### src/rtl/text_pkg.sv
// text_pkg: shared glyph geometry, ROM address width and renderer FSM states
package text_pkg;
  localparam int GLYPH_W = 8;
  localparam int GLYPH_H = 16;
  localparam int ROM_AW  = 8;
  typedef enum logic [1:0] {IDLE, PREFETCH, ACTIVE} state_t;
endpackage

### src/rtl/glyph_shifter.sv
// glyph_shifter: glyph row load/shift register with pixel bit counter
//   Clk, Reset_n : clock, synchronous active-low reset
//   i_load       : load i_data and clear the bit counter (wins over i_shift)
//   i_shift      : shift left one pixel and advance the bit counter
//   o_msb        : pixel currently at the left edge of the row
//   o_bit        : index of that pixel within the glyph row
module glyph_shifter import text_pkg::*; (
  input  logic               Clk,
  input  logic               Reset_n,
  input  logic               i_load,
  input  logic               i_shift,
  input  logic [GLYPH_W-1:0] i_data,
  output logic               o_msb,
  output logic [2:0]         o_bit
);
  logic [GLYPH_W-1:0] r_sh;
  logic [2:0]         r_bit;
  always_ff @(posedge Clk)
    if (!Reset_n) begin
      r_sh  <= '0;
      r_bit <= '0;
    end else if (i_load) begin
      r_sh  <= i_data;
      r_bit <= '0;
    end else if (i_shift) begin
      r_sh  <= r_sh << 1;
      r_bit <= r_bit + 3'd1;
    end
  assign o_msb = r_sh[GLYPH_W-1];
  assign o_bit = r_bit;
endmodule

### src/rtl/score_text_renderer.sv
// score_text_renderer: streams "SCORE:" glyph ROM rows into a per-pixel text_on mask
//   Clk, Reset_n : clock, synchronous active-low reset
//   pixel_en     : one-cycle pixel strobe; all state advances only on it
//   DrawX, DrawY : raster position of the pixel presented with pixel_en
//   rom_addr     : registered glyph ROM address (glyph*16 + row)
//   rom_data     : ROM row for rom_addr, bit 7 = leftmost pixel
//   text_on      : lit flag for the pixel of the previous strobe
//   busy         : FSM is prefetching or rendering
module score_text_renderer import text_pkg::*; #(
  parameter int TEXT_X     = 16,
  parameter int TEXT_Y     = 8,
  parameter int NUM_GLYPHS = 6
) (
  input  logic              Clk,
  input  logic              Reset_n,
  input  logic              pixel_en,
  input  logic [9:0]        DrawX,
  input  logic [9:0]        DrawY,
  output logic [ROM_AW-1:0] rom_addr,
  input  logic [GLYPH_W-1:0] rom_data,
  output logic              text_on,
  output logic              busy
);
  localparam logic [9:0] X_PRE   = 10'(TEXT_X - 2);
  localparam logic [9:0] X_LOAD  = 10'(TEXT_X - 1);
  localparam logic [9:0] X_START = 10'(TEXT_X);
  localparam logic [9:0] Y_TOP   = 10'(TEXT_Y);
  localparam logic [9:0] Y_END   = 10'(TEXT_Y + GLYPH_H);
  localparam logic [3:0] LAST_G  = 4'(NUM_GLYPHS - 1);
  state_t            r_state, w_state_nx;
  logic [3:0]        r_glyph, w_glyph_nx;
  logic [9:0]        r_exp_x, w_exp_nx;
  logic [ROM_AW-1:0] r_addr, w_addr_nx;
  logic              r_text, w_text_nx;
  logic              w_load, w_shift, w_msb, w_in_band, w_more;
  logic [2:0]        w_bit;
  logic [3:0]        w_row;
  assign w_in_band = (DrawY >= Y_TOP) && (DrawY < Y_END);
  assign w_row     = 4'(DrawY - Y_TOP);
  assign w_more    = r_glyph < LAST_G;
  glyph_shifter u_shifter (
    .Clk     (Clk),
    .Reset_n (Reset_n),
    .i_load  (w_load),
    .i_shift (w_shift),
    .i_data  (rom_data),
    .o_msb   (w_msb),
    .o_bit   (w_bit)
  );
  always_ff @(posedge Clk)
    if (!Reset_n) begin
      r_state <= IDLE;
      r_glyph <= '0;
      r_exp_x <= '0;
      r_addr  <= '0;
      r_text  <= 1'b0;
    end else begin
      r_state <= w_state_nx;
      r_glyph <= w_glyph_nx;
      r_exp_x <= w_exp_nx;
      r_addr  <= w_addr_nx;
      r_text  <= w_text_nx;
    end
  // The next glyph's address is issued at bit 0 so its row is settled on
  // rom_data by bit 7, when it is loaded seamlessly behind the current one.
  always_comb begin
    w_state_nx = r_state;
    w_glyph_nx = r_glyph;
    w_exp_nx   = r_exp_x;
    w_addr_nx  = r_addr;
    w_text_nx  = r_text;
    w_load     = 1'b0;
    w_shift    = 1'b0;
    if (pixel_en)
      case (r_state)
        IDLE: begin
          w_text_nx = 1'b0;
          if (w_in_band && DrawX == X_PRE) begin
            w_addr_nx  = {4'd0, w_row};
            w_glyph_nx = '0;
            w_state_nx = PREFETCH;
          end
        end
        PREFETCH: begin
          w_text_nx  = 1'b0;
          w_load     = DrawX == X_LOAD;
          w_exp_nx   = w_load ? X_START : r_exp_x;
          w_state_nx = w_load ? ACTIVE : IDLE;
        end
        ACTIVE: begin
          if (DrawX != r_exp_x || !w_in_band) begin
            w_text_nx  = 1'b0;
            w_state_nx = IDLE;
          end else begin
            w_text_nx = w_msb;
            w_shift   = 1'b1;
            w_exp_nx  = r_exp_x + 10'd1;
            if (w_bit == 3'd0 && w_more)
              w_addr_nx = {r_glyph + 4'd1, w_row};
            if (w_bit == 3'd7) begin
              w_load     = w_more;
              w_glyph_nx = w_more ? r_glyph + 4'd1 : r_glyph;
              w_state_nx = w_more ? ACTIVE : IDLE;
            end
          end
        end
        default: w_state_nx = IDLE;
      endcase
  end
  assign rom_addr = r_addr;
  assign text_on  = r_text;
  assign busy     = r_state != IDLE;
endmodule
### config.mk
export PLATFORM = sky130hd
export DESIGN_NAME = score_text_renderer
export DESIGN_NICKNAME = d
export VERILOG_FILES = /design/src/rtl/text_pkg.sv /design/src/rtl/glyph_shifter.sv /design/src/rtl/score_text_renderer.sv
export SDC_FILE = /design/constraint.sdc
export NUM_CORES = 1
export LEC_CHECK = 0
export CORE_ASPECT_RATIO = 1.25
export CORE_MARGIN = 8
export CORE_UTILIZATION = 33
export DETAILED_ROUTE_END_ITERATION = 16
export GPL_ROUTABILITY_DRIVEN = 0
export PLACE_DENSITY_LB_ADDON = 0.05
export SYNTH_ARGS = -nofsm -noshare
export SYNTH_HDL_FRONTEND = slang
export SYNTH_SLANG_ARGS = --single-unit
### constraint.sdc
create_clock -name Clk -period 4.2 [get_ports Clk]
set_clock_uncertainty 0.05 [all_clocks]
set_input_delay 0.84 -clock Clk [delete_from_list [all_inputs] [get_ports Clk]]
set_output_delay 0.84 -clock Clk [all_outputs]
set_load 0.05 [all_outputs]
==> impl_metrics.py, run 1 <==
metrics = {
    "sta": {
        "hold_violations": 0,
        "setup_ws_ns": 0.980,
        "layout_min_cycle_time_ns": 3.22,
        "min_period_over_period": 0.767,
        "worst_slew_pin_slew_ns": 0.701,
        "max_freq_ghz": 0.311,
        "holdWs_ns": 0.406,
        "drv_slew": 0,
        "final-setup-viol-count": 0,
        "fin_setup_tns_ns": 0,
        "rsz0062_at_grt": "no",
        "slew_headroom": 0.528,
    },
    "yosys": {
        "synth_ff_type": "dfxtp_1",
        "ys.warnings.count": 0,
        "synth_top_area_frac": 0.353,
        "ys_seq_elements": 36,
        "synth_cell_types": 42,
        "syn_inst": 237,
        "syn_area_um2": 2040,
        "synth-async-reset-ratio": 0,
        "synthTopCellsByArea": "dfxtp_1 35%, mux2i_1 9.3%, xnor2_1 8.6%, ha_1 6.1%, nand2_1 5.1%",
        "ys_seq_area_frac": 0.353,
        "syn_nets": 278,
        "synth_top_area_cell": "dfxtp_1",
        "synth-edff-count": 0,
        "syn_area_per_cell_um2": 8.62,
    },
    "floorplanning": {
        "dieArea_um2": 8980,
        "top_level_ports": 41,
        "fp.dieW_um": 86.4,
        "fp.dieH_um": 104,
        "core_area_um2": 6090,
        "row_count": 32,
        "initial_core_util": 0.336,
    },
    "power_and_ir_drop": {
        "leakage_nw": 0.911,
        "power.total_mw": 0.624,
        "peakVddDrop_mv": 0.127,
        "powerDensity_nw_per_um2": 241,
    },
    "critical_path": {
        "cpMaxStageDelayCell": "nor4_1",
        "worst-path-buf-inv": 1,
        "critPathArrivalTime_ns": 3.32,
        "reg2regPathDepth": 6,
        "crit_path_end_kind": "register",
        "cp.required_ns": 4.30,
        "critPathMostFrequentCell": "nand3_1",
        "r2r-end": "u_shifter.r_sh[6]",
        "crit_family": "simple AND/OR/NAND/NOR gates",
        "cp_cell_sequence": "clkdlybuf4s50_1 > xor2_1 > nand3_1 > nor4_1 > nand3_1 > mux2i_1 > a21oi_1",
        "cp_max_fo": 10,
        "setup.reg_to_reg.worst_slack_ns": 1.62,
        "r2r-start": "r_exp_x[4]",
        "critical_path_class": "input pin to register",
        "critPathMaxStageDelay_ns": 0.69,
        "crit_path_start_kind": "input pin",
    },
    "detailed_routing": {
        "drt_iter0_markers": 35,
        "drc": 0,
        "via_per_inst": 4.73,
        "drtPass1Iterations": 4,
        "vias": 1706,
        "wire_per_inst_um": 14.0,
        "ant_nets": 0,
        "wirelength_um": 5040,
    },
    "clock_tree": {
        "cts.sinks": 36,
        "htree_levels": 2,
        "cts_tree": "yes",
        "cts_root_buffer": "clkbuf_8",
        "clk_latency_ns": 0.28,
        "path_clk_slew_ns": 0.07,
        "cts_setup_buffers": 0,
        "cts_resized": 0,
        "clock_path_buffers": 2,
        "cts_buffers": 5,
        "cts_hold_buffers": 0,
    },
    "layout": {
        "instances_no_fill": 361,
        "diodes": 0,
        "fin_area_um2": 2590,
        "fillers": 636,
        "area_delta_synth_final_pct": 26.9,
        "drive_gt1_frac": 0.0471,
        "fin_nets": 317,
        "utilization": 0.426,
    },
    "grt": {
        "grtUsageTotal": 0.115,
        "grt_max_degree": 32,
        "grt_pass1_vias": 1678,
        "grt_overflow": 0,
        "antenna_found_initial": 0,
        "grt_pass1_wl_um": 8320,
    },
    "min_path": {
        "hp-class": "register to register",
        "hold_depth": 2,
        "min_to": "rom_addr[4]",
        "hp-start": "rom_addr[4]",
    },
    "status": {
        "outcome": "finished, final reports clean",
    },
    "place": {
        "io_buffers": 40,
        "pre_cts_slack_ns": 0.669,
        "dp_cells": 354,
        "placed_area_um2": 2510,
        "dpl.hpwl_um": 3830,
    },
    "flow_run": {
        "maxCapViolCount": 0,
    },
}
worst min-delay path, delay by kind of cell (launching register included):
family	cells	cell delay [ns]
simple gates	1	0.05
flops	1	0.31
mux	1	0.05
cell families after synthesis:
logic type	share of synthesized area
and+or+nand+nor	0.229
AOI/OAI and AO/OA	0.123
DFF	0.353
xor gates and xnor gates	0.0987
buffers and inverters	0.0429
muxes	0.0931
adders and majority gates	0.0613
where the power goes:
group          switching, mW  internal (mW)
Combinational         0.0212         0.0320
Clock                  0.117          0.113
Sequential       0.000000766          0.341
Total                  0.138          0.486
Yosys cell counts, types with 2 or more instances:
cell and n:
ha_1 10, nand2b_1 3, nor4_1 6, o21ai_0 3
clkbuf_1 6, o31ai_1 7, or3_1 2, xnor2_1 20
nand3_1 16, nor3_1 4, a21oi_1 17, mux2i_1 19
xor2_1 3, nor2_1 16, nand4_1 3, dfxtp_1 36
inv_1 12, and2_1 2, nand2_1 28, a21o_1 2
worst max path at each step:
stage                  start                 to  slack, ns  cells after the start
floorplan           DrawY[8]         r_exp_x[6]       1.76                      7
global placement    DrawY[3]  u_shifter.r_sh[6]       0.81                      7
detailed placement  DrawY[3]  u_shifter.r_sh[6]       0.67                      7
CTS                 DrawY[3]  u_shifter.r_sh[6]       0.96                      7
global route        DrawY[3]  u_shifter.r_sh[1]       0.65                      7
finish              DrawY[3]  u_shifter.r_sh[6]       0.98                      7
flip-flops by register name, indices dropped and copies added, names as in the netlist:
| signal | flops |
|---|---|
| u_shifter.o_bit | 3 |
| rom_addr | 8 |
| u_shifter.r_sh | 8 |
| r_state | 2 |
| text_on | 1 |
| r_glyph | 4 |
| r_exp_x | 10 |
final cells by class:
cell class | instances | area [um2] | share of cell area
clock buffer | 6 | 72.6 | 0.0280
clock inverter | 1 | 5.00 | 0.00193
inverter | 12 | 45.0 | 0.0174
multi-input combinational | 180 | 1230 | 0.476
sequential | 36 | 721 | 0.278
tap | 85 | 106 | 0.0410
timing repair buffer | 41 | 408 | 0.157
cells in the final DEF (no fill, tap or decap), types with 2 or more instances in the layout:
master            n
nand2b_1          3
nand3_1          16
a21oi_1          17
xor2_1            3
nor2_1           16
nor3_1            4
clkdlybuf4s50_1  40
a21o_1            2
nand2_1          28
nor4_1            6
ha_1             10
o21ai_0           3
inv_1            12
or3_1             2
o31ai_1           7
clkbuf_8          5
nand4_1           3
dfxtp_1          36
mux2i_1          19
xnor2_1          20
and2_1            2
per-layer routing:
metal  vias up  wire (um)  GRT usage
li1        903          -          -
met1       772       2270      0.141
met2        26       2480      0.185
met3         5        228     0.0332
met4         0         51     0.0407
met5         -          0          0
Power figures use the tool's default switching activity.
==> inputs of run 2 (changes only) <==
==> constraint.sdc (replaced) <==
create_clock -name Clk -period 2.75 [get_ports Clk]
set_clock_uncertainty 0.05 [all_clocks]
set_input_delay 0.55 -clock Clk [delete_from_list [all_inputs] [get_ports Clk]]
set_output_delay 0.55 -clock Clk [all_outputs]
set_load 0.05 [all_outputs]
==> run 2 against run 1 <==
  * Register-to-register slack got worse by 1.0 ns
  * Die area did not move
  * Combinational power rose by 63%
  * Flip-flop and latch count did not move
  * Largest cell class unchanged
  * Hold slack barely moved
  * Core utilization rose by 2.5 points
==> impl_metrics.py, run 2 (synthesis gave the netlist of run 1 again) <==
metrics = {
    "status": {
        "outcome": "finished, final reports clean",
    },
    "sta": {
        "drv_slew": 0,
        "worst_slew_pin_slew_ns": 0.512,
        "final-setup-viol-count": 0,
        "max_freq_ghz": 0.402,
        "min_period_over_period": 0.905,
        "layout_min_cycle_time_ns": 2.49,
        "rsz0062_at_grt": "no",
        "hold_violations": 0,
        "slew_headroom": 0.658,
    },
    "critical_path": {
        "cp.required_ns": 2.87,
        "critical_path_class": "input pin to register",
        "crit_path_start_kind": "input pin",
        "setup.reg_to_reg.worst_slack_ns": 0.59,
        "cp_max_fo": 9,
        "crit_path_end_kind": "register",
        "cp-endpoint": "r_exp_x[6]",
        "startpoint": "DrawY[3]",
        "r2r-start": "r_state[0]",
        "reg2regPathDepth": 9,
        "critPathArrivalTime_ns": 2.61,
        "r2r-end": "rom_addr[4]",
    },
    "layout": {
        "top_register": "r_exp_x",
        "instances_no_fill": 376,
        "diodes": 0,
        "layout_commonest_cell": "clkdlybuf4s50_1",
        "largest_reg_flops": 10,
        "drive_gt1_frac": 0.0997,
        "area_delta_synth_final_pct": 34.3,
        "final_cell_mix": "40 x clkdlybuf4s50_1, 36 x dfxtp_1, 28 x nand2_1, 20 x xnor2_1, 19 x mux2i_1",
        "fin_nets": 331,
    },
    "power_and_ir_drop": {
        "peakVddDrop_mv": 0.218,
        "leakage_nw": 0.987,
        "switching_share": 0.233,
        "p_int_mw": 0.776,
        "power_frac_comb": 0.086,
        "seq_power_share": 0.514,
        "power.total_mw": 1.01,
        "pwr-share-clk": 0.400,
        "power.switching_mw": 0.236,
        "powerDensity_nw_per_um2": 369,
    },
    "clock_tree": {
        "cts_resized": 0,
        "cts_setup_buffers": 0,
        "cts_root_buffer": "clkbuf_8",
        "cts_tree": "yes",
        "clk_latency_ns": 0.29,
        "cts_buffers": 5,
        "cts_hold_buffers": 0,
        "htree_levels": 2,
        "clock_path_buffers": 2,
        "path_clk_slew_ns": 0.08,
        "cts.sinks": 36,
    },
    "floorplanning": {
        "dieArea_um2": 8980,
        "fp.dieW_um": 86.4,
        "fp.dieH_um": 104,
        "top_level_ports": 41,
        "initial_core_util": 0.336,
        "row_count": 32,
        "core_area_um2": 6090,
    },
    "place": {
        "dp_cells": 368,
        "io_buffers": 40,
        "dpl.hpwl_um": 4050,
    },
    "detailed_routing": {
        "vias": 1788,
        "drt_iter0_markers": 39,
        "drc": 0,
        "wire_per_inst_um": 13.8,
        "drtPass1Iterations": 4,
        "via_per_inst": 4.76,
        "wirelength_um": 5200,
        "ant_nets": 0,
    },
    "min_path": {
        "hp-class": "register to register",
        "hp-start": "rom_addr[0]",
    },
    "grt": {
        "grtUsageTotal": 0.124,
        "grt_overflow": 0,
        "antenna_found_initial": 0,
        "grt_pass1_wl_um": 9030,
        "grt_max_degree": 21,
        "grt_pass1_vias": 1909,
    },
    "flow_run": {
        "maxCapViolCount": 0,
    },
}
==> run 2: changes by cell type in the layout (fill, tap and decap cells not counted) <==
cell        delta
clkbuf_8       +1
clkinvlp_4     +2
buf_4         +12
clkinv_2       -1
clkbuf_1       -1
buf_12         +2
==> run 2: how the worst min path moves through the flow <==
stage                                    end  slack (ns)  depth (start not counted)
after floorplan           u_shifter.o_bit[1]        0.40                          2
after detailed placement         rom_addr[5]        0.40                          2
after global routing             rom_addr[4]        0.42                          2
final                            rom_addr[0]        0.41                          2
after global placement           rom_addr[4]        0.40                          2
after CTS                        rom_addr[4]        0.41                          2
==> run 2: power groups by stage <==
stage | Combinational (mW) | Clock (mW) | Sequential [mW]
global placement | 0.0875 | 0 | 0.533
floorplan | 0.0280 | 0 | 0.533
CTS | 0.0880 | 0.421 | 0.521
detailed placement | 0.0872 | 0 | 0.533
finish | 0.0867 | 0.405 | 0.521
global route | 0.0947 | 0.438 | 0.521
==> run 2: layout make-up <==
type / instances / area [um2]
fill: 650 / 3340
multi-input combinational: 180 / 1230
sequential: 36 / 721
timing repair buffer: 55 / 538
tap: 85 / 106
clock buffer: 6 / 82.6
inverter: 12 / 45.0
clock inverter: 2 / 15.0
==> run 2: through the flow <==
step	setup WS, ns	util	hold slack [ns]	setup TNS [ns]	instance area [um2]
2_1_floorplan	0.596	-	0.399	0	2040
3_3_place_gp	-0.0366	0.434	0.396	-0.0831	2640
3_5_place_dp	-0.0695	0.434	0.396	-0.209	2640
4_1_cts	0.234	0.450	0.413	0	2740
5_1_grt	0.118	0.450	0.423	0	2740
6_report	0.260	0.450	0.406	0	2740
==> run 2: layer usage <==
layer  GRT usage  vias to the layer above  share of wire
li1            -                      931              -
met1       0.134                      821           0.42
met2       0.224                       32           0.52
met3      0.0300                        4          0.037
met4      0.0469                        0          0.013
met5           0                        -              0
==> run 2: worst max-delay path, cell delays in order <==
cell,delay [ns]
clkdlybuf4s50_1,0.49
xor2_1,0.14
nand3_1,0.21
o41a_1,0.62
nor4_1,0.38
xnor2_1,0.16
nor2_1,0.05
